[src/rtl/bp_be_pkg.sv]
// rtl/bp_be_pkg.sv - shared types for the backend late-writeback queue
package bp_be_pkg;

  typedef enum logic [1:0] {
    FREE  = 2'd0,
    WAIT  = 2'd1,
    READY = 2'd2
  } bp_be_late_wb_state_e;

  // Destination register-file class of a late load; exactly one bit is set.
  typedef struct packed {
    logic int_v;
    logic float_v;
    logic ptw_v;
  } bp_be_late_wb_class_s;

  function automatic logic late_wb_class_onehot(input bp_be_late_wb_class_s c);
    return (c.int_v + c.float_v + c.ptw_v) == 2'd1;
  endfunction

endpackage

[src/rtl/bp_be_late_wb_cam.sv]
// rtl/bp_be_late_wb_cam.sv - associative tag compare across the late-writeback entries
module bp_be_late_wb_cam #(
  parameter int els_p       = 4,
  parameter int tag_width_p = 2
) (
  input  logic [els_p-1:0][tag_width_p-1:0] tags_i,
  input  logic [els_p-1:0]                  v_i,
  input  logic [tag_width_p-1:0]            key_i,
  output logic [els_p-1:0]                  match_oh_o,
  output logic                              any_match_o
);

  always_comb begin
    match_oh_o = '0;
    for (int i = 0; i < els_p; i++) begin
      match_oh_o[i] = v_i[i] & (tags_i[i] == key_i);
    end
  end

  assign any_match_o = |match_oh_o;

endmodule

[src/rtl/bp_be_late_wb_queue.sv]
// rtl/bp_be_late_wb_queue.sv - in-order retirement queue for out-of-order D$ miss fills
module bp_be_late_wb_queue
  import bp_be_pkg::*;
#(
  parameter int els_p            = 4,
  parameter int id_width_p       = 2,
  parameter int data_width_p     = 66,
  parameter int reg_addr_width_p = 5
) (
  input  logic                        clk_i,
  input  logic                        reset_i,

  input  logic                        alloc_v_i,
  output logic                        alloc_ready_o,
  input  logic [id_width_p-1:0]       alloc_id_i,
  input  logic [reg_addr_width_p-1:0] alloc_rd_addr_i,
  input  logic                        alloc_int_i,
  input  logic                        alloc_float_i,
  input  logic                        alloc_ptw_i,

  input  logic                        fill_v_i,
  input  logic [id_width_p-1:0]       fill_id_i,
  input  logic [data_width_p-1:0]     fill_data_i,
  output logic                        fill_err_o,

  output logic                        wb_v_o,
  input  logic                        wb_yumi_i,
  output logic                        wb_int_o,
  output logic                        wb_float_o,
  output logic                        wb_ptw_o,
  output logic [reg_addr_width_p-1:0] wb_rd_addr_o,
  output logic [data_width_p-1:0]     wb_data_o,

  input  logic [reg_addr_width_p-1:0] probe_rd_addr_i,
  input  logic                        probe_float_i,
  output logic                        probe_hit_o,

  output logic                        empty_o
);

  localparam int ptr_width_lp = $clog2(els_p);
  localparam int cnt_width_lp = $clog2(els_p + 1);
  localparam int probe_tag_width_lp = reg_addr_width_p + 1;

  typedef struct packed {
    logic [id_width_p-1:0]       id;
    logic [reg_addr_width_p-1:0] rd;
    bp_be_late_wb_class_s        cls;
    logic [data_width_p-1:0]     data;
  } late_wb_entry_s;

  bp_be_late_wb_state_e    state_r [els_p];
  late_wb_entry_s          entry_r [els_p];
  logic [ptr_width_lp-1:0] head_r, tail_r;
  logic [cnt_width_lp-1:0] count_r;
  logic                    fill_err_r;

  logic alloc_accept, wb_pop, full;

  logic [els_p-1:0][id_width_p-1:0]         fill_tags;
  logic [els_p-1:0]                         wait_v;
  logic [els_p-1:0]                         fill_match_oh;
  logic                                     fill_any;
  logic [els_p-1:0][probe_tag_width_lp-1:0] probe_tags;
  logic [els_p-1:0]                         probe_v;
  logic [els_p-1:0]                         probe_match_oh;
  logic                                     probe_any;

  bp_be_late_wb_class_s alloc_cls;
  assign alloc_cls = '{int_v: alloc_int_i, float_v: alloc_float_i, ptw_v: alloc_ptw_i};

  // Ready is derived from the registered count only, so a pop never bypasses into alloc.
  assign full          = (count_r == cnt_width_lp'(els_p));
  assign alloc_ready_o = ~full;
  assign empty_o       = (count_r == '0);
  assign alloc_accept  = alloc_v_i & alloc_ready_o;
  assign wb_pop        = wb_yumi_i & wb_v_o;

  // Int probes of x0 and all PTW entries are masked out before the compare.
  always_comb begin
    fill_tags  = '0;
    wait_v     = '0;
    probe_tags = '0;
    probe_v    = '0;
    for (int i = 0; i < els_p; i++) begin
      fill_tags[i]  = entry_r[i].id;
      wait_v[i]     = (state_r[i] == WAIT);
      probe_tags[i] = {entry_r[i].rd, entry_r[i].cls.float_v};
      probe_v[i]    = (state_r[i] != FREE) & ~entry_r[i].cls.ptw_v
                    & ~(entry_r[i].cls.int_v & (entry_r[i].rd == '0));
    end
  end

  bp_be_late_wb_cam #(
    .els_p       (els_p),
    .tag_width_p (id_width_p)
  ) fill_cam (
    .tags_i      (fill_tags),
    .v_i         (wait_v),
    .key_i       (fill_id_i),
    .match_oh_o  (fill_match_oh),
    .any_match_o (fill_any)
  );

  bp_be_late_wb_cam #(
    .els_p       (els_p),
    .tag_width_p (probe_tag_width_lp)
  ) probe_cam (
    .tags_i      (probe_tags),
    .v_i         (probe_v),
    .key_i       ({probe_rd_addr_i, probe_float_i}),
    .match_oh_o  (probe_match_oh),
    .any_match_o (probe_any)
  );

  assign probe_hit_o = probe_any;

  // Alloc targets a FREE slot, fill a WAIT slot, pop a READY slot: the three never collide.
  always_ff @(posedge clk_i) begin
    if (reset_i) begin
      for (int i = 0; i < els_p; i++) begin
        state_r[i] <= FREE;
      end
      head_r     <= '0;
      tail_r     <= '0;
      count_r    <= '0;
      fill_err_r <= 1'b0;
    end else begin
      fill_err_r <= fill_v_i & ~fill_any;
      if (alloc_accept) begin
        state_r[tail_r] <= WAIT;
        tail_r          <= tail_r + 1'b1;
      end
      for (int i = 0; i < els_p; i++) begin
        if (fill_v_i && fill_match_oh[i]) begin
          state_r[i] <= READY;
        end
      end
      if (wb_pop) begin
        state_r[head_r] <= FREE;
        head_r          <= head_r + 1'b1;
      end
      count_r <= count_r + cnt_width_lp'(alloc_accept) - cnt_width_lp'(wb_pop);
    end
  end

  always_ff @(posedge clk_i) begin
    if (alloc_accept) begin
      entry_r[tail_r].id  <= alloc_id_i;
      entry_r[tail_r].rd  <= alloc_rd_addr_i;
      entry_r[tail_r].cls <= alloc_cls;
    end
    for (int i = 0; i < els_p; i++) begin
      if (fill_v_i && fill_match_oh[i]) begin
        entry_r[i].data <= fill_data_i;
      end
    end
  end

  assign fill_err_o   = fill_err_r;
  assign wb_v_o       = (state_r[head_r] == READY);
  assign wb_int_o     = entry_r[head_r].cls.int_v;
  assign wb_float_o   = entry_r[head_r].cls.float_v;
  assign wb_ptw_o     = entry_r[head_r].cls.ptw_v;
  assign wb_rd_addr_o = entry_r[head_r].rd;
  assign wb_data_o    = entry_r[head_r].data;

  always_ff @(posedge clk_i) begin
    if (!reset_i) begin
      assert (!wb_yumi_i || wb_v_o);
      if (alloc_v_i) assert (late_wb_class_onehot(alloc_cls));
      assert (!(alloc_accept && full));
      for (int i = 0; i < els_p; i++) begin
        if (alloc_accept && state_r[i] != FREE) assert (entry_r[i].id != alloc_id_i);
        assert (!(probe_match_oh[i] && entry_r[i].cls.ptw_v));
      end
    end
  end

endmodule
[config.mk]
export PLATFORM = sky130hd
export DESIGN_NAME = bp_be_late_wb_queue
export DESIGN_NICKNAME = d
export VERILOG_FILES = /design/src/rtl/bp_be_pkg.sv /design/src/rtl/bp_be_late_wb_cam.sv /design/src/rtl/bp_be_late_wb_queue.sv
export SDC_FILE = /design/constraint.sdc
export NUM_CORES = 1
export LEC_CHECK = 0
export BUFFER_PORTS_ARGS = -buffer_cell sky130_fd_sc_hd__buf_2
export CAP_MARGIN = 40
export CORE_ASPECT_RATIO = 0.8
export CORE_MARGIN = 2
export CORE_UTILIZATION = 57
export CTS_BUF_LIST = sky130_fd_sc_hd__clkbuf_16
export CTS_CLUSTER_DIAMETER = 120
export DETAILED_ROUTE_END_ITERATION = 16
export PLACE_DENSITY = 0.78
export SLEW_MARGIN = 20
export SYNTH_ARGS = -nofsm -noshare
export SYNTH_HDL_FRONTEND = slang
export SYNTH_SLANG_ARGS = --single-unit
[constraint.sdc]
create_clock -name clk_i -period 3.4 [get_ports clk_i]
set_input_delay 0.17 -clock clk_i [delete_from_list [all_inputs] [get_ports clk_i]]
set_output_delay 0.17 -clock clk_i [all_outputs]
set_load 0.005 [all_outputs]
==> flow_summary_export.csv <==
group,metric,value,unit
run_status,outcome,"complete, no violations",
synth,synth_top_cells_by_count,"edfxtp_1 (304), mux4_2 (75), xnor2_1 (26)",
synth,yosysTopAreaCell,"edfxtp_1",
clocking,clk_latency,0.54,ns
finish,fin_util,71.49,%
clocking,h-tree-depth,1,
critical_path,cp-end-kind,"flop",
timing,min_period,2.696,ns
clocking,clockBufferDepth,3,
routing,firstDrtPassIters,6,
pwr,p_clk_share,37.8,%
clocking,cts_tree,"yes",
finish,seq_area,9497,µm²
pwr,comb_power_share,8.3,%
finish,nNetsFinal,922,
die,dieHeight,135.5,µm
clocking,ctsHoldBuffers,76,
grt,grt_pass1_wl,37.34,mm
pwr,internal_power,6.724,mW
die,start_util,57.65,%
placement,placedCellCount,989,
synth,synth_top_area_share,74.06,%
finish,diodes,0,
synth,syn-instance-count,563,
routing,antenna_left,0,
hold_path,hp-class,"in -> reg",
finish,area_growth,24.00,%
placement,hpwl,15.08,mm
finish,nFillCells,1323,
critical_path,cp_max_fo,4,
synth,yosysMostFrequentCell,"edfxtp_1",
timing,hold_violations,0,
timing,finalSetupViolCount,0,
critical_path,worstPathRequired,3.82,ns
synth,synthFlopType,"edfxtp_1",
grt,grt_pass1_vias,6717,
critical_path,crit_type,"reg -> reg",
synth,synth_area_leaders,"edfxtp_1 (74%), mux4_2 (14%), dfxtp_1 (2.9%)",
timing,worstMarginPinSlew,0.6520,ns
run,drv_cap,0,
routing,drc,0,
pwr,power_per_cell_area,556.3,nW/µm²
placement,port-buffer-count,167,
timing,fin_tns_setup,0,ns
die,core,21380,µm²
grt,grt_usage,21.55,%
clocking,clkTransAtPathRegs,0.06,ns
clocking,clock_sink_count,322,
timing,fin_skew,0.009254,ns
synth,synth_edf_count,304,
synth,ys_warn_count,0,
synth,syn-num-nets,663,
pwr,seqPwrFrac,54.0,%
pwr,p_sw_share,20.91,%
die,chipWidth,168.4,µm
synth,yosysSeqAreaShare,76.98,%
synth,synthesis.area,12330,µm²
timing,drv_slew,0,
finish,finalNonFillerCells,1120,
grt,grt_overflow,0,
pwr,leakage,5.200,nW
synth,ys_ff_latch,322,
clocking,numCtsBuffers,30,
synth,synth-async-reset-ratio,0,%
synth,ys_types,43,
critical_path,cp-start-kind,"flop",
synth,avgSynthCellArea,21.89,µm²
timing,slew_headroom,55.92,%
pwr,vdd_drop_max,340.7,µV
finish,drive_gt1_share,36.09,%
timing,fin_crit_sh,79.30,%
grt,grt_max_degree,75,
routing,viasPerCell,5.737,
placement,globalplace.congestion,0.9058,
timing,holdWs,0.01508,ns
die,ioPinCount,168,
die,dieArea,22830,µm²
pwr,netSwitchingPower,1.778,mW
critical_path,cp.arrival,3.11,ns
timing,rsz0062_at_grt,"false",
routing,avgRoutedWirePerCell,21.77,µm
clocking,root_buffer,"clkbuf_16",
routing,drt_iter0_markers,587,
routing,drt-total-wl,24.38,mm
clocking,cts_setup_buffers,0,
routing,routed-via-count,6425,
finish,multi_input_area,2703,µm²
die,rows,48,
grt,antenna_found_initial,1,
pwr,p_total,8.502,mW
timing,fmax,370.9,MHz
clocking,ctsResizeCount,0,
==> cell families after synthesis <==
kind of cell               share of synthesized area [%]
and+or+nand+nor                                    3.258
DFF                                                76.98
buffers and inverters                              1.157
AOI/OAI and AO/OA                                  1.370
adders and majority gates                          1.177
muxes                                              13.78
xor gates and xnor gates                           2.274
==> cell type report <==
cell class                 count  share of cell area (%)
sequential                   322                   62.13
timing repair buffer         251                   11.38
clock inverter                24                   1.179
inverter                      12                  0.3029
clock buffer                  31                   5.075
tap                          275                   2.251
multi-input combinational    205                   17.68
==> flip-flops by register name, indices dropped and copies added (netlist names), named ones only <==
signal      count
fill_err_o      1
tail_r          2
state_r         8
head_r          2
entry_r       304
count_r         3
==> metal layers <==
metal  GRT usage, %  routed length, µm
met3          4.587               1714
met2          35.60              11930
met4          6.130                599
met5              0                 13
met1          29.74              10130
==> power by group through the flow <==
stage,sequential (mW),clock (mW),combinational (mW)
detailed placement,4.67,0,0.632
finish,4.59,3.21,0.703
global route,4.60,3.41,0.766
CTS,4.59,3.26,0.707
global placement,4.66,0,0.605
floorplan,4.65,0,0.353
==> critical path, stage by stage (launching register included) <==
cell,delay [ns]
dfxtp_1,0.35
nor2b_1,0.14
mux4_2,0.51
nand2_1,0.16
inv_1,0.07
ha_1,0.27
inv_1,0.04
ha_1,0.19
fa_1,0.44
xnor2_1,0.21
xnor2_1,0.14
nor2_1,0.05
==> cells in the final DEF (no fill, tap or decap), types with 2 or more instances in the layout <==
cell type,Yosys,final
o21ai_0,4,4
clkbuf_16,0,31
nand2_1,5,5
o21bai_1,2,2
dfxtp_4,0,2
a2bb2oi_1,2,2
edfxtp_1,304,304
buf_2,6,167
xnor2_1,26,26
inv_1,11,17
a21oi_1,7,7
dlygate4sd3_1,0,76
buf_12,0,5
xor2_1,6,6
clkinv_1,0,7
ha_1,10,10
buf_4,0,2
and3_1,2,2
and3_2,3,3
nor4_1,8,8
and2_4,1,4
clkinv_2,0,7
and3b_1,2,2
nor4b_1,5,5
nand4_1,4,4
bufinv_16,0,3
nor2b_1,7,7
nor3b_1,2,2
nor3_1,3,3
nor2_1,7,7
a211oi_1,6,6
mux4_2,75,75
dfxtp_1,18,16
==> final timing paths <==
path / startpoint / to / slack, ns / cells past startpoint
worst max-delay path: state_r[3][1] / count_r[2] / 0.70 / 11
worst min-delay path: reset_i / tail_r[0] / 0.02 / 2
worst max register to register: state_r[3][1] / count_r[2] / 0.70 / 11
worst min register to register: tail_r[1] / tail_r[1] / 0.50 / 2
==> per-stage QoR <==
| step | worst slack, ns | area [µm²] |
|---|---|---|
| after floorplan | 0.3721 | 12330 |
| after global placement | 0.8436 | 13530 |
| after detailed placement | 0.7467 | 13570 |
| after CTS | 0.7265 | 15280 |
| after global routing | 0.5145 | 15280 |
| final | 0.7039 | 15280 |
No activity file was read; power rests on OpenSTA's default activity.
